$ cat src/rtl/l1d_snoop_ctrl.sv
// l1d_snoop_ctrl
//   L1D snoop responder. Takes one snoop at a time from the coherence
//   network and resolves the line in priority order:
//   EWRQ > MLFB > pending MSHR > L1D arrays.
//   It then downgrades the MESI state of the hit copy and answers with
//   either a single-beat ack or the full line split into BEATS beats.
//
// Ports
//   clk, rstn                    clock, asynchronous active-low reset
//   sn_req_*                     snoop request (valid/ready, line address, type)
//   sn_peek_*                    LST + tag RAM read (results arrive one cycle later)
//   ewrq_*, mlfb_*, mshr_*       flattened per-entry address/state/valid vectors
//   sn_rd_*                      line read (src 0 DRAM, 1 EWRQ, 2 MLFB); data one cycle later
//   sn_chg_*                     one-cycle MESI update of the hit copy
//   sn_resp_*                    response beats (valid/ready, data, has_data, last)
//   sn_idle_o                    no snoop in flight
//
// Optional feature
//   `define L1D_SNOOP_STAT_EN adds 32-bit saturating counters
//   sn_stat_req_o / sn_stat_data_o / sn_stat_miss_o.
module l1d_snoop_ctrl #(
    parameter int LINE_ADDR_W = 14,
    parameter int SET_IDX_W   = 2,
    parameter int WAY_NUM     = 4,
    parameter int N_EWRQ      = 4,
    parameter int N_MLFB      = 4,
    parameter int N_MSHR      = 4,
    parameter int LINE_W      = 512,
    parameter int BEAT_W      = 64,
    localparam int TAG_W      = LINE_ADDR_W - SET_IDX_W,
    localparam int WAY_W      = (WAY_NUM > 1) ? $clog2(WAY_NUM) : 1,
    localparam int N_Q_MAX    = (N_EWRQ > N_MLFB) ? N_EWRQ : N_MLFB,
    localparam int PTR_W      = (N_Q_MAX > 1) ? $clog2(N_Q_MAX) : 1,
    localparam int BEATS      = LINE_W / BEAT_W,
    localparam int BEAT_CNT_W = $clog2(BEATS)
) (
    input  logic                          clk,
    input  logic                          rstn,
    input  logic                          sn_req_valid_i,
    output logic                          sn_req_ready_o,
    input  logic [LINE_ADDR_W-1:0]        sn_req_addr_i,
    input  logic [3:0]                    sn_req_type_i,
    output logic                          sn_peek_en_o,
    output logic [SET_IDX_W-1:0]          sn_peek_set_o,
    input  logic [2*WAY_NUM-1:0]          sn_peek_lst_i,
    input  logic [TAG_W*WAY_NUM-1:0]      sn_peek_tag_i,
    input  logic [N_EWRQ*LINE_ADDR_W-1:0] ewrq_addr_i,
    input  logic [2*N_EWRQ-1:0]           ewrq_mesi_i,
    input  logic [N_EWRQ-1:0]             ewrq_vld_i,
    input  logic [N_MLFB*LINE_ADDR_W-1:0] mlfb_addr_i,
    input  logic [2*N_MLFB-1:0]           mlfb_mesi_i,
    input  logic [N_MLFB-1:0]             mlfb_vld_i,
    input  logic [N_MSHR*LINE_ADDR_W-1:0] mshr_addr_i,
    input  logic [N_MSHR-1:0]             mshr_vld_i,
    output logic                          sn_rd_en_o,
    output logic [1:0]                    sn_rd_src_o,
    output logic [PTR_W-1:0]              sn_rd_ptr_o,
    output logic [WAY_W-1:0]              sn_rd_way_o,
    input  logic [LINE_W-1:0]             sn_rd_data_i,
    output logic                          sn_chg_en_o,
    output logic [1:0]                    sn_chg_src_o,
    output logic [PTR_W-1:0]              sn_chg_ptr_o,
    output logic [WAY_W-1:0]              sn_chg_way_o,
    output logic [1:0]                    sn_chg_mesi_o,
    output logic                          sn_resp_valid_o,
    input  logic                          sn_resp_ready_i,
    output logic [BEAT_W-1:0]             sn_resp_data_o,
    output logic                          sn_resp_has_data_o,
    output logic                          sn_resp_last_o,
    output logic                          sn_idle_o
`ifdef L1D_SNOOP_STAT_EN
    ,
    output logic [31:0]                   sn_stat_req_o,
    output logic [31:0]                   sn_stat_data_o,
    output logic [31:0]                   sn_stat_miss_o
`endif
);

    localparam logic [2:0] ST_IDLE    = 3'd0;
    localparam logic [2:0] ST_LOOKUP  = 3'd1;
    localparam logic [2:0] ST_COMPARE = 3'd2;
    localparam logic [2:0] ST_READ    = 3'd3;
    localparam logic [2:0] ST_DATA    = 3'd4;
    localparam logic [2:0] ST_ACK     = 3'd5;

    localparam logic [1:0] SRC_DRAM = 2'd0;
    localparam logic [1:0] SRC_EWRQ = 2'd1;
    localparam logic [1:0] SRC_MLFB = 2'd2;

    localparam logic [1:0] MESI_I = 2'd0;
    localparam logic [1:0] MESI_S = 2'd1;
    localparam logic [1:0] MESI_M = 2'd3;

    localparam logic [BEAT_CNT_W-1:0] LAST_BEAT = BEAT_CNT_W'(BEATS - 1);

    logic [2:0]             state_q, state_d;
    logic [LINE_ADDR_W-1:0] addr_q, addr_d;
    logic [3:0]             type_q, type_d;
    logic [BEAT_CNT_W-1:0]  beat_q, beat_d;
    logic [LINE_W-1:0]      line_q, line_d;

    logic [TAG_W-1:0] req_tag;
    logic             type_shared;
    logic             type_inv;

    logic             ewrq_hit, mlfb_hit, mshr_hit, arr_hit;
    logic [PTR_W-1:0] ewrq_idx, mlfb_idx;
    logic [WAY_W-1:0] arr_way;

    logic             cmp_chg;
    logic [1:0]       cmp_src;
    logic [PTR_W-1:0] cmp_ptr;
    logic [WAY_W-1:0] cmp_way;
    logic [1:0]       cmp_old_mesi;
    logic             cmp_miss;
    logic             cmp_has_data;

    assign req_tag     = addr_q[LINE_ADDR_W-1:SET_IDX_W];
    assign type_shared = (type_q == 4'd8);
    // Unknown snoop codes behave like SNP_INV: invalidate, never return data.
    assign type_inv    = !((type_q == 4'd8) || (type_q == 4'd9));

    // Hit detection per source; the !hit guard makes the lowest index/way win.
    always_comb begin
        ewrq_hit = 1'b0;
        ewrq_idx = '0;
        for (int i = 0; i < N_EWRQ; i++) begin
            if (!ewrq_hit && ewrq_vld_i[i] &&
                (ewrq_addr_i[i*LINE_ADDR_W +: LINE_ADDR_W] == addr_q)) begin
                ewrq_hit = 1'b1;
                ewrq_idx = PTR_W'(i);
            end
        end
        mlfb_hit = 1'b0;
        mlfb_idx = '0;
        for (int i = 0; i < N_MLFB; i++) begin
            if (!mlfb_hit && mlfb_vld_i[i] &&
                (mlfb_addr_i[i*LINE_ADDR_W +: LINE_ADDR_W] == addr_q)) begin
                mlfb_hit = 1'b1;
                mlfb_idx = PTR_W'(i);
            end
        end
        mshr_hit = 1'b0;
        for (int i = 0; i < N_MSHR; i++) begin
            if (mshr_vld_i[i] && (mshr_addr_i[i*LINE_ADDR_W +: LINE_ADDR_W] == addr_q)) begin
                mshr_hit = 1'b1;
            end
        end
        // An array way in state I never counts as a hit, even on a stale tag match.
        arr_hit = 1'b0;
        arr_way = '0;
        for (int w = 0; w < WAY_NUM; w++) begin
            if (!arr_hit && (sn_peek_lst_i[2*w +: 2] != MESI_I) &&
                (sn_peek_tag_i[w*TAG_W +: TAG_W] == req_tag)) begin
                arr_hit = 1'b1;
                arr_way = WAY_W'(w);
            end
        end
    end

    // Source selection: a pending MSHR blocks the array lookup but owns no data yet.
    always_comb begin
        cmp_chg      = 1'b0;
        cmp_src      = SRC_DRAM;
        cmp_ptr      = '0;
        cmp_way      = '0;
        cmp_old_mesi = MESI_I;
        cmp_miss     = 1'b0;
        if (ewrq_hit) begin
            cmp_chg      = 1'b1;
            cmp_src      = SRC_EWRQ;
            cmp_ptr      = ewrq_idx;
            cmp_old_mesi = ewrq_mesi_i[2*ewrq_idx +: 2];
        end else if (mlfb_hit) begin
            cmp_chg      = 1'b1;
            cmp_src      = SRC_MLFB;
            cmp_ptr      = mlfb_idx;
            cmp_old_mesi = mlfb_mesi_i[2*mlfb_idx +: 2];
        end else if (mshr_hit) begin
            cmp_chg = 1'b0;
        end else if (arr_hit) begin
            cmp_chg      = 1'b1;
            cmp_src      = SRC_DRAM;
            cmp_way      = arr_way;
            cmp_old_mesi = sn_peek_lst_i[2*arr_way +: 2];
        end else begin
            cmp_miss = 1'b1;
        end
        cmp_has_data = (cmp_old_mesi == MESI_M) && !type_inv;
    end

    always_comb begin
        state_d = state_q;
        addr_d  = addr_q;
        type_d  = type_q;
        beat_d  = beat_q;
        line_d  = line_q;
        case (state_q)
            ST_IDLE: begin
                if (sn_req_valid_i) begin
                    addr_d  = sn_req_addr_i;
                    type_d  = sn_req_type_i;
                    state_d = ST_LOOKUP;
                end
            end
            ST_LOOKUP: state_d = ST_COMPARE;
            ST_COMPARE: state_d = cmp_has_data ? ST_READ : ST_ACK;
            ST_READ: begin
                line_d  = sn_rd_data_i;
                beat_d  = '0;
                state_d = ST_DATA;
            end
            ST_DATA: begin
                if (sn_resp_ready_i) begin
                    if (beat_q == LAST_BEAT) begin
                        beat_d  = '0;
                        state_d = ST_IDLE;
                    end else begin
                        beat_d = beat_q + BEAT_CNT_W'(1);
                    end
                end
            end
            ST_ACK: begin
                if (sn_resp_ready_i) begin
                    state_d = ST_IDLE;
                end
            end
            default: state_d = ST_IDLE;
        endcase
    end

    always_ff @(posedge clk or negedge rstn) begin
        if (!rstn) begin
            state_q <= ST_IDLE;
            addr_q  <= '0;
            type_q  <= '0;
            beat_q  <= '0;
            line_q  <= '0;
        end else begin
            state_q <= state_d;
            addr_q  <= addr_d;
            type_q  <= type_d;
            beat_q  <= beat_d;
            line_q  <= line_d;
        end
    end

    assign sn_req_ready_o = (state_q == ST_IDLE);
    assign sn_idle_o      = (state_q == ST_IDLE);
    assign sn_peek_en_o   = (state_q == ST_LOOKUP);
    // Held on the latched set so the DRAM read in COMPARE addresses the same set.
    assign sn_peek_set_o  = addr_q[SET_IDX_W-1:0];

    assign sn_chg_en_o   = (state_q == ST_COMPARE) && cmp_chg;
    assign sn_chg_src_o  = cmp_src;
    assign sn_chg_ptr_o  = cmp_ptr;
    assign sn_chg_way_o  = cmp_way;
    assign sn_chg_mesi_o = type_shared ? MESI_S : MESI_I;

    assign sn_rd_en_o  = (state_q == ST_COMPARE) && cmp_has_data;
    assign sn_rd_src_o = cmp_src;
    assign sn_rd_ptr_o = cmp_ptr;
    assign sn_rd_way_o = cmp_way;

    assign sn_resp_valid_o    = (state_q == ST_DATA) || (state_q == ST_ACK);
    assign sn_resp_has_data_o = (state_q == ST_DATA);
    assign sn_resp_last_o     = (state_q == ST_ACK) ||
                                ((state_q == ST_DATA) && (beat_q == LAST_BEAT));
    assign sn_resp_data_o     = (state_q == ST_DATA) ?
                                line_q[int'(beat_q)*BEAT_W +: BEAT_W] : '0;

`ifdef L1D_SNOOP_STAT_EN
    logic [31:0] stat_req_q, stat_req_d;
    logic [31:0] stat_data_q, stat_data_d;
    logic [31:0] stat_miss_q, stat_miss_d;

    always_comb begin
        stat_req_d  = stat_req_q;
        stat_data_d = stat_data_q;
        stat_miss_d = stat_miss_q;
        if ((state_q == ST_IDLE) && sn_req_valid_i && (stat_req_q != '1)) begin
            stat_req_d = stat_req_q + 32'd1;
        end
        if ((state_q == ST_COMPARE) && cmp_has_data && (stat_data_q != '1)) begin
            stat_data_d = stat_data_q + 32'd1;
        end
        if ((state_q == ST_COMPARE) && cmp_miss && (stat_miss_q != '1)) begin
            stat_miss_d = stat_miss_q + 32'd1;
        end
    end

    always_ff @(posedge clk or negedge rstn) begin
        if (!rstn) begin
            stat_req_q  <= '0;
            stat_data_q <= '0;
            stat_miss_q <= '0;
        end else begin
            stat_req_q  <= stat_req_d;
            stat_data_q <= stat_data_d;
            stat_miss_q <= stat_miss_d;
        end
    end

    assign sn_stat_req_o  = stat_req_q;
    assign sn_stat_data_o = stat_data_q;
    assign sn_stat_miss_o = stat_miss_q;
`endif

endmodule

$ cat config.mk
export PLATFORM = sky130hd
export DESIGN_NAME = l1d_snoop_ctrl
export DESIGN_NICKNAME = d
export VERILOG_FILES = /design/src/rtl/l1d_snoop_ctrl.sv
export SDC_FILE = /design/constraint.sdc
export NUM_CORES = 1
export LEC_CHECK = 0
export ABC_AREA = 0
export BUFFER_PORTS_ARGS = -buffer_cell sky130_fd_sc_hd__clkbuf_2
export CAP_MARGIN = 20
export CORE_AREA = 2 2 343 345
export DETAILED_ROUTE_END_ITERATION = 8
export DIE_AREA = 0 0 345 347
export SLEW_MARGIN = 20
export SYNTH_ARGS = -nofsm -noshare
export SYNTH_HDL_FRONTEND = slang
export SYNTH_SLANG_ARGS = --single-unit
$ cat constraint.sdc
create_clock -name clk -period 2.7 [get_ports clk]
set_clock_uncertainty 0.05 [all_clocks]
set_input_delay 0.27 -clock clk [delete_from_list [all_inputs] [get_ports clk]]
set_output_delay 0.27 -clock clk [all_outputs]
set_load 0.1 [all_outputs]
== After elaboration in Yosys (flattened, before gate mapping) ==
Cells that the tools add are included.

* Logic and storage cells: 141
* Memory bits (writable): 0
* Bits in latches: 0
* Memories: 0
* Output and inout port bits: 88
* Register bits: 536
* Bits in read-only memories: 0

* Order comparisons: 0
* $mul: 0
* Mux-type cells: 52
* Bitwise operators: 0
* Eq/ne operators: 29
* Divide/modulo/power cells: 0
* Reductions and logical operators: 50
* Add/subtract/negate cells: 1
* Shifts and indexed selects: 4

{| class="wikitable"
|+ Operators with widths
! cell !! count
|-
| $shiftx 512x10->64 || 1
|-
| $eq 14x14->1 || 12
|-
| $mux 64 || 1
|-
| $eq 12x12->1 || 4
|-
| $mux 2 || 18
|-
| $logic_and 1x1->1 || 29
|-
| $mux 1 || 24
|-
| $shiftx 8x4->2 || 3
|-
| $mux 3 || 7
|-
| $pmux 3 s6 || 1
|-
| $reduce_bool 2->1 || 5
|-
| $eq 3x3->1 const B || 3
|-
| $logic_not 1->1 || 9
|-
| $eq 4x4->1 const B || 2
|-
| $eq 3x2->1 const B || 2
|-
| $ne 2x2->1 const B || 3
|-
| $pmux 3 s2 || 1
|-
| $reduce_and 2->1 || 2
|-
| $reduce_and 4->1 || 1
|-
| $add 3x1->3 const B || 1
|-
| $eq 3x1->1 const B || 1
|-
| $logic_not 3->1 || 1
|-
| $logic_or 1x1->1 || 3
|-
| $eq 2x2->1 const B || 1
|-
| $ne 2x1->1 const B || 1
|}

== Longest topological paths before layout ==
* Depth in word-level cells: 24
* Gate-level depth with buffers: 11
* Gate-level depth less buffers: 8

== Least setup slack after synthesis ==
Ideal clock, no wire load.

* Kind: reg-to-output
* Start: register addr_q[1]
* End: output sn_rd_ptr_o[1]
* Path slack: -1.945 ns
* Cell stages (with the launch flop): 9
* Arrival: 4.325 ns
* Data required time: 2.380 ns
* Buffers on the path: 3
* Cell sequence: dfrtp_1 buf_2 buf_6 xnor2_1 nand4_1 nor4_1 and2b_1 a21boi_0 buf_4

* Cells in the longest elaborated chain, start to end: 17
* Elaborated cells between the ends (all ways): 42

{| class="wikitable"
|+ Ends and longest elaborated chain
! element !! line !! RTL
|-
| start: declaration || 97 || <nowiki>logic [LINE_ADDR_W-1:0] addr_q, addr_d;</nowiki>
|-
| start signal: assignment || 241 || <nowiki>addr_q <= addr_d;</nowiki>
|-
| $eq 14x14->1 || 138 || <nowiki>(mlfb_addr_i[i*LINE_ADDR_W +: LINE_ADDR_W] == addr_q)) begin</nowiki>
|-
| $logic_and 1x1->1 || 137 || <nowiki>if (!mlfb_hit && mlfb_vld_i[i] &&</nowiki>
|-
| $mux 1 || 137 ||
|-
| $logic_not 1->1 || 137 ||
|-
| $logic_and 1x1->1 (2 in series) || 137 ||
|-
| $mux 1 || 137 ||
|-
| $logic_not 1->1 || 137 ||
|-
| $logic_and 1x1->1 (2 in series) || 137 ||
|-
| $mux 1 || 137 ||
|-
| $logic_not 1->1 || 137 ||
|-
| $logic_and 1x1->1 (2 in series) || 137 ||
|-
| $mux 2 or $mux 1 (tied branches) || 137 ||
|-
| $mux 2 || 174 || <nowiki>end else if (mlfb_hit) begin</nowiki>
|-
| $mux 2 (*) || 169 || <nowiki>if (ewrq_hit) begin</nowiki>
|-
| end: declaration || 57 || <nowiki>output logic [PTR_W-1:0] sn_rd_ptr_o,</nowiki>
|}

Every way passes the cells marked *; elsewhere a longest branch is shown, timed or not.

== Worst setup path after layout ==
* Start: register addr_q[8]
* End: output sn_rd_en_o

* Cells in the longest elaborated chain, start to end: 23
* Elaborated cells between the ends (all ways): 85

{| class="wikitable"
|+ Ends and longest elaborated chain
! element !! line !! RTL
|-
| $eq 12x12->1 || 154 || <nowiki>(sn_peek_tag_i[w*TAG_W +: TAG_W] == req_tag)) begin</nowiki>
|-
| $logic_and 1x1->1 || 153 || <nowiki>if (!arr_hit && (sn_peek_lst_i[2*w +: 2] != MESI_I) &&</nowiki>
|-
| $mux 1 || 153 ||
|-
| $logic_not 1->1 || 153 ||
|-
| $logic_and 1x1->1 (2 in series) || 153 ||
|-
| $mux 1 || 153 ||
|-
| $logic_not 1->1 || 153 ||
|-
| $logic_and 1x1->1 (2 in series) || 153 ||
|-
| [5 not listed] || - ||
|-
| $shiftx 8x4->2 || 185 || <nowiki>cmp_old_mesi = sn_peek_lst_i[2*arr_way +: 2];</nowiki>
|-
| $mux 2 || 181 || <nowiki>end else if (arr_hit) begin</nowiki>
|-
| $mux 2 || 179 || <nowiki>end else if (mshr_hit) begin</nowiki>
|-
| $mux 2 || 174 ||
|-
| $mux 2 (*) || 169 ||
|-
| $eq 2x2->1 (*) || 189 || <nowiki>cmp_has_data = (cmp_old_mesi == MESI_M) && !type_inv;</nowiki>
|-
| $logic_and 1x1->1 (*) || 189 ||
|-
| $logic_and 1x1->1 (*) || 260 || <nowiki>assign sn_rd_en_o = (state_q == ST_COMPARE) && cmp_has_data;</nowiki>
|-
| end: declaration || 55 || <nowiki>output logic sn_rd_en_o,</nowiki>
|}

Marked as above.

==> results.py <==
metrics = {
    "run_status": {
        "outcome": "finished with violations",
        "violations": "setup timing",
    },
    "routing": {
        "wl_per_cell_um": 23.2,
        "antenna_left": 0,
        "num_vias": 23524,
        "drt_iter0_drc": 1290,
        "vias_per_cell": 4.57,
        "routed_wl_mm": 119,
        "drtPass1Iterations": 8,
        "drcViolationCount": 0,
    },
    "synthesis": {
        "async_flop_share_pct": 100,
        "netlist_area_um2": 27400,
        "synth_edf_count": 0,
        "synth_nets": 2722,
        "ys.flop_type": "dfrtp_1",
        "synth_cell_types": 53,
        "postSynthAreaPerCell_um2": 14.2,
        "ys_seq_area_share_pct": 48.9,
        "synth_cells": 1934,
        "synth_warnings": 0,
        "ys_ff_latch": 536,
    },
    "power_and_ir_drop": {
        "p_leak_uw": 0.0202,
        "power.density_nw_per_um2": 1160,
        "p_clk_share_pct": 16.2,
        "power_frac_seq_pct": 26.9,
        "max-vdd-ir-drop_v": 0.000887,
        "p_sw_share_pct": 39.2,
        "intPower_uw": 33400,
        "switchingPower_uw": 21500,
        "comb_power_share_pct": 56.8,
    },
    "sta": {
        "timing.final.ws_setup_ns": -0.780,
        "maxSlewHeadroom_pct": 50.8,
        "period_share_pct": 129,
        "period_minus_slack_ns": 3.48,
        "finalSetupViolCount": 78,
        "maxSlewViolCount": 0,
        "rsz0062_at_grt": "yes",
        "finalHoldViolCount": 0,
        "tightest_slew_ns": 0.737,
        "max_freq_mhz": 287,
    },
    "placement": {
        "place_hpwl_mm": 87.8,
        "place_congestion": 0.968,
        "placed_cells": 4413,
        "port_buffers": 872,
        "place_worst_setup_slack_ns": -0.435,
    },
    "critical_path": {
        "rr_startpoint": "addr_q[11]",
        "worst_setup_path_end_kind": "output pin",
        "crit-reg2reg-capture": "state_q[2]",
        "critPathKind": "reg2out",
        "reg2regPathDepth": 12,
        "cp.required_ns": 2.38,
        "path_buf_inv": 2,
        "startpoint_type": "flip-flop",
        "slowest_delay_ns": 0.46,
        "arrival_ns": 3.16,
        "critPathMaxFanout": 4,
        "rrSetupSlack_ns": 0.03,
        "crit_family": "simple AND/OR/NAND/NOR gates",
        "cp-startpoint": "addr_q[8]",
        "crit_chain": "buf_4 > xnor2_1 > nand4_1 > nor4_4 > and3_1 > a311oi_4 > a211oi_4 > nand3_2 > nor2_4 > buf_12",
        "cp_slowest_cell": "dfrtp_2",
    },
    "finish": {
        "drive_gt1_share_pct": 61.0,
        "fin_nets": 4342,
        "fin_cells": 5151,
        "areaGrowthSynthToFinish_pct": 72.3,
    },
    "floorplan": {
        "ioPinCount": 874,
        "die_h_um": 347,
        "rows": 125,
        "core_area_um2": 116000,
        "dieWidth_um": 345,
        "die_area_um2": 120000,
        "start_util_pct": 23.7,
    },
    "cts": {
        "clk_latency_ns": 0.64,
        "cts.sinks": 536,
        "clock_path_buffers": 3,
        "h-tree-depth": 3,
        "clk_pin_slew_worst_paths_ns": 0.06,
        "cts-root-buf": "clkbuf_16",
        "cts_buffers": 66,
        "tritoncts": "done",
    },
    "grt": {
        "grt_antenna_before_repair": 23,
        "grt_usage_pct": 19.5,
        "grt_max_degree": 66,
        "grt_pass1_wl_mm": 174,
        "grt_pass1_vias": 26144,
        "overflow": 0,
    },
    "min_path": {
        "hold_class": "in2reg",
        "whs_path_depth": 5,
        "worst_hold_path.endpoint": "state_q[1]",
        "hp-start": "mlfb_mesi_i[3]",
    },
    "run": {
        "maxCapViolations": 0,
    },
}
## cell families (layout without fill, tap and decap cells)
kind of cell	Yosys count	after routing	share of synthesized area, %
multiplexers	723	723	34.6
flip-flops	536	536	48.9
AND/OR/NAND/NOR	269	269	5.32
XOR/XNOR	216	216	7.09
buffers and inverters	150	1820	2.97
AO/OA/AOI/OAI	37	37	0.958
adder cells (fa/ha/maj)	2	2	0.0912
other	1	24	0.0137
## metal layers
metal  global-route usage, %  share of wire, %  vias to the layer above  routed length [um]
li1                        -                 -                    10384                   -
met1                    23.5                40                    11980               47900
met2                    34.1                50                      917               60300
met3                    3.73               5.4                      241                6400
met4                    8.05               4.0                        2                4830
met5                       0             0.010                        -                  12
## through the flow
step	power [uW]	setup TNS, ns	util [%]	hold slack, ns	cell area, um2
2_1_floorplan	31400	-0.651	-	-0.0756	28200
4_1_cts	53800	-26.33	40.1	0.0913	46400
6_report	54900	-17.22	40.8	0.149	47300
3_3_place_gp	40100	-2.30	32.0	0.284	37000
5_1_grt	57600	-25.31	40.8	0.178	47300
3_5_place_dp	40500	-2.67	32.0	0.278	37000
## placed cells by master, fill, tap and decap left out, drive strengths merged, types with 3 or more instances in the layout
master       instances
nand2               20
a21oi                5
mux4               128
mux2               530
nand3               34
xor2                36
o21ai               11
inv                  9
clkinvlp             4
xnor2              180
clkbuf             887
nor3                 9
o31ai                3
dlygate4sd3        533
mux2i               65
clkinv              19
dfrtp              536
buf                366
or4                  4
nand4               72
diode               23
nor2                85
nor4                33
## synth_stat cells (25+ instances only)
cell | number | area [um2]
mux2_2 | 530 | 5970
nand3_1 | 34 | 170
clkbuf_1 | 80 | 300
xor2_1 | 36 | 315
mux2i_1 | 65 | 651
xnor2_1 | 173 | 1520
nor2_1 | 85 | 319
buf_6 | 26 | 293
nand4_1 | 71 | 444
mux4_2 | 128 | 2880
dfrtp_1 | 536 | 13400
nor4_1 | 25 | 156
## worst max path at each step
stage               slack [ns]  cells past startpoint        endpoint
global placement         -0.45                     12      sn_rd_en_o
floorplan                -0.26                      8  sn_rd_ptr_o[1]
CTS                      -0.81                      9      sn_rd_en_o
detailed placement       -0.43                     12      sn_rd_en_o
global route             -0.92                     10      sn_rd_en_o
finish                   -0.78                     10      sn_rd_en_o
## power by group through the flow
stage	sequential, uW	clock (uW)	combinational, uW
floorplan	13500	0	17900
global placement	14600	0	25500
detailed placement	14800	0	25700
CTS	14700	9140	30000
global route	15200	9530	32800
finish	14800	8920	31200
## flip-flops by register name, indices dropped and copies added (netlist names)
| signal | count |
|---|---|
| state_q | 3 |
| line_q | 512 |
| addr_q | 14 |
| beat_q | 3 |
| type_q | 4 |
## worst reg2reg max path: cells and delay by family (launching register included)
family / cells / cell delay [ns]
buffers and inverters: 5 / 0.63
AOI/OAI and AO/OA: 3 / 0.60
and+or+nand+nor: 3 / 0.54
DFF: 1 / 0.43
xor gates and xnor gates: 1 / 0.31
## what timing repair did
item | 4_1_cts | 5_1_grt
buffers inserted | 46 | 22
resized for setup | 213 | 137
setup endpoints to repair | 81 | 80
pin swaps | 38 | 55
cloned | 10 | 0
hold buffers | 533 | 0
hold endpoints to repair | 578 | 0
## area by class of cell
cell class                 count  area (um2)
clock inverter                26         337
sequential                   536       13400
tap                         1524        1910
timing repair buffer        1694       14200
fill                       10651       68500
antenna                       23        57.6
inverter                       8        36.3
clock buffer                  92        1850
multi-input combinational   1248       15400
Note: power is estimated with default switching activity, not from simulation.
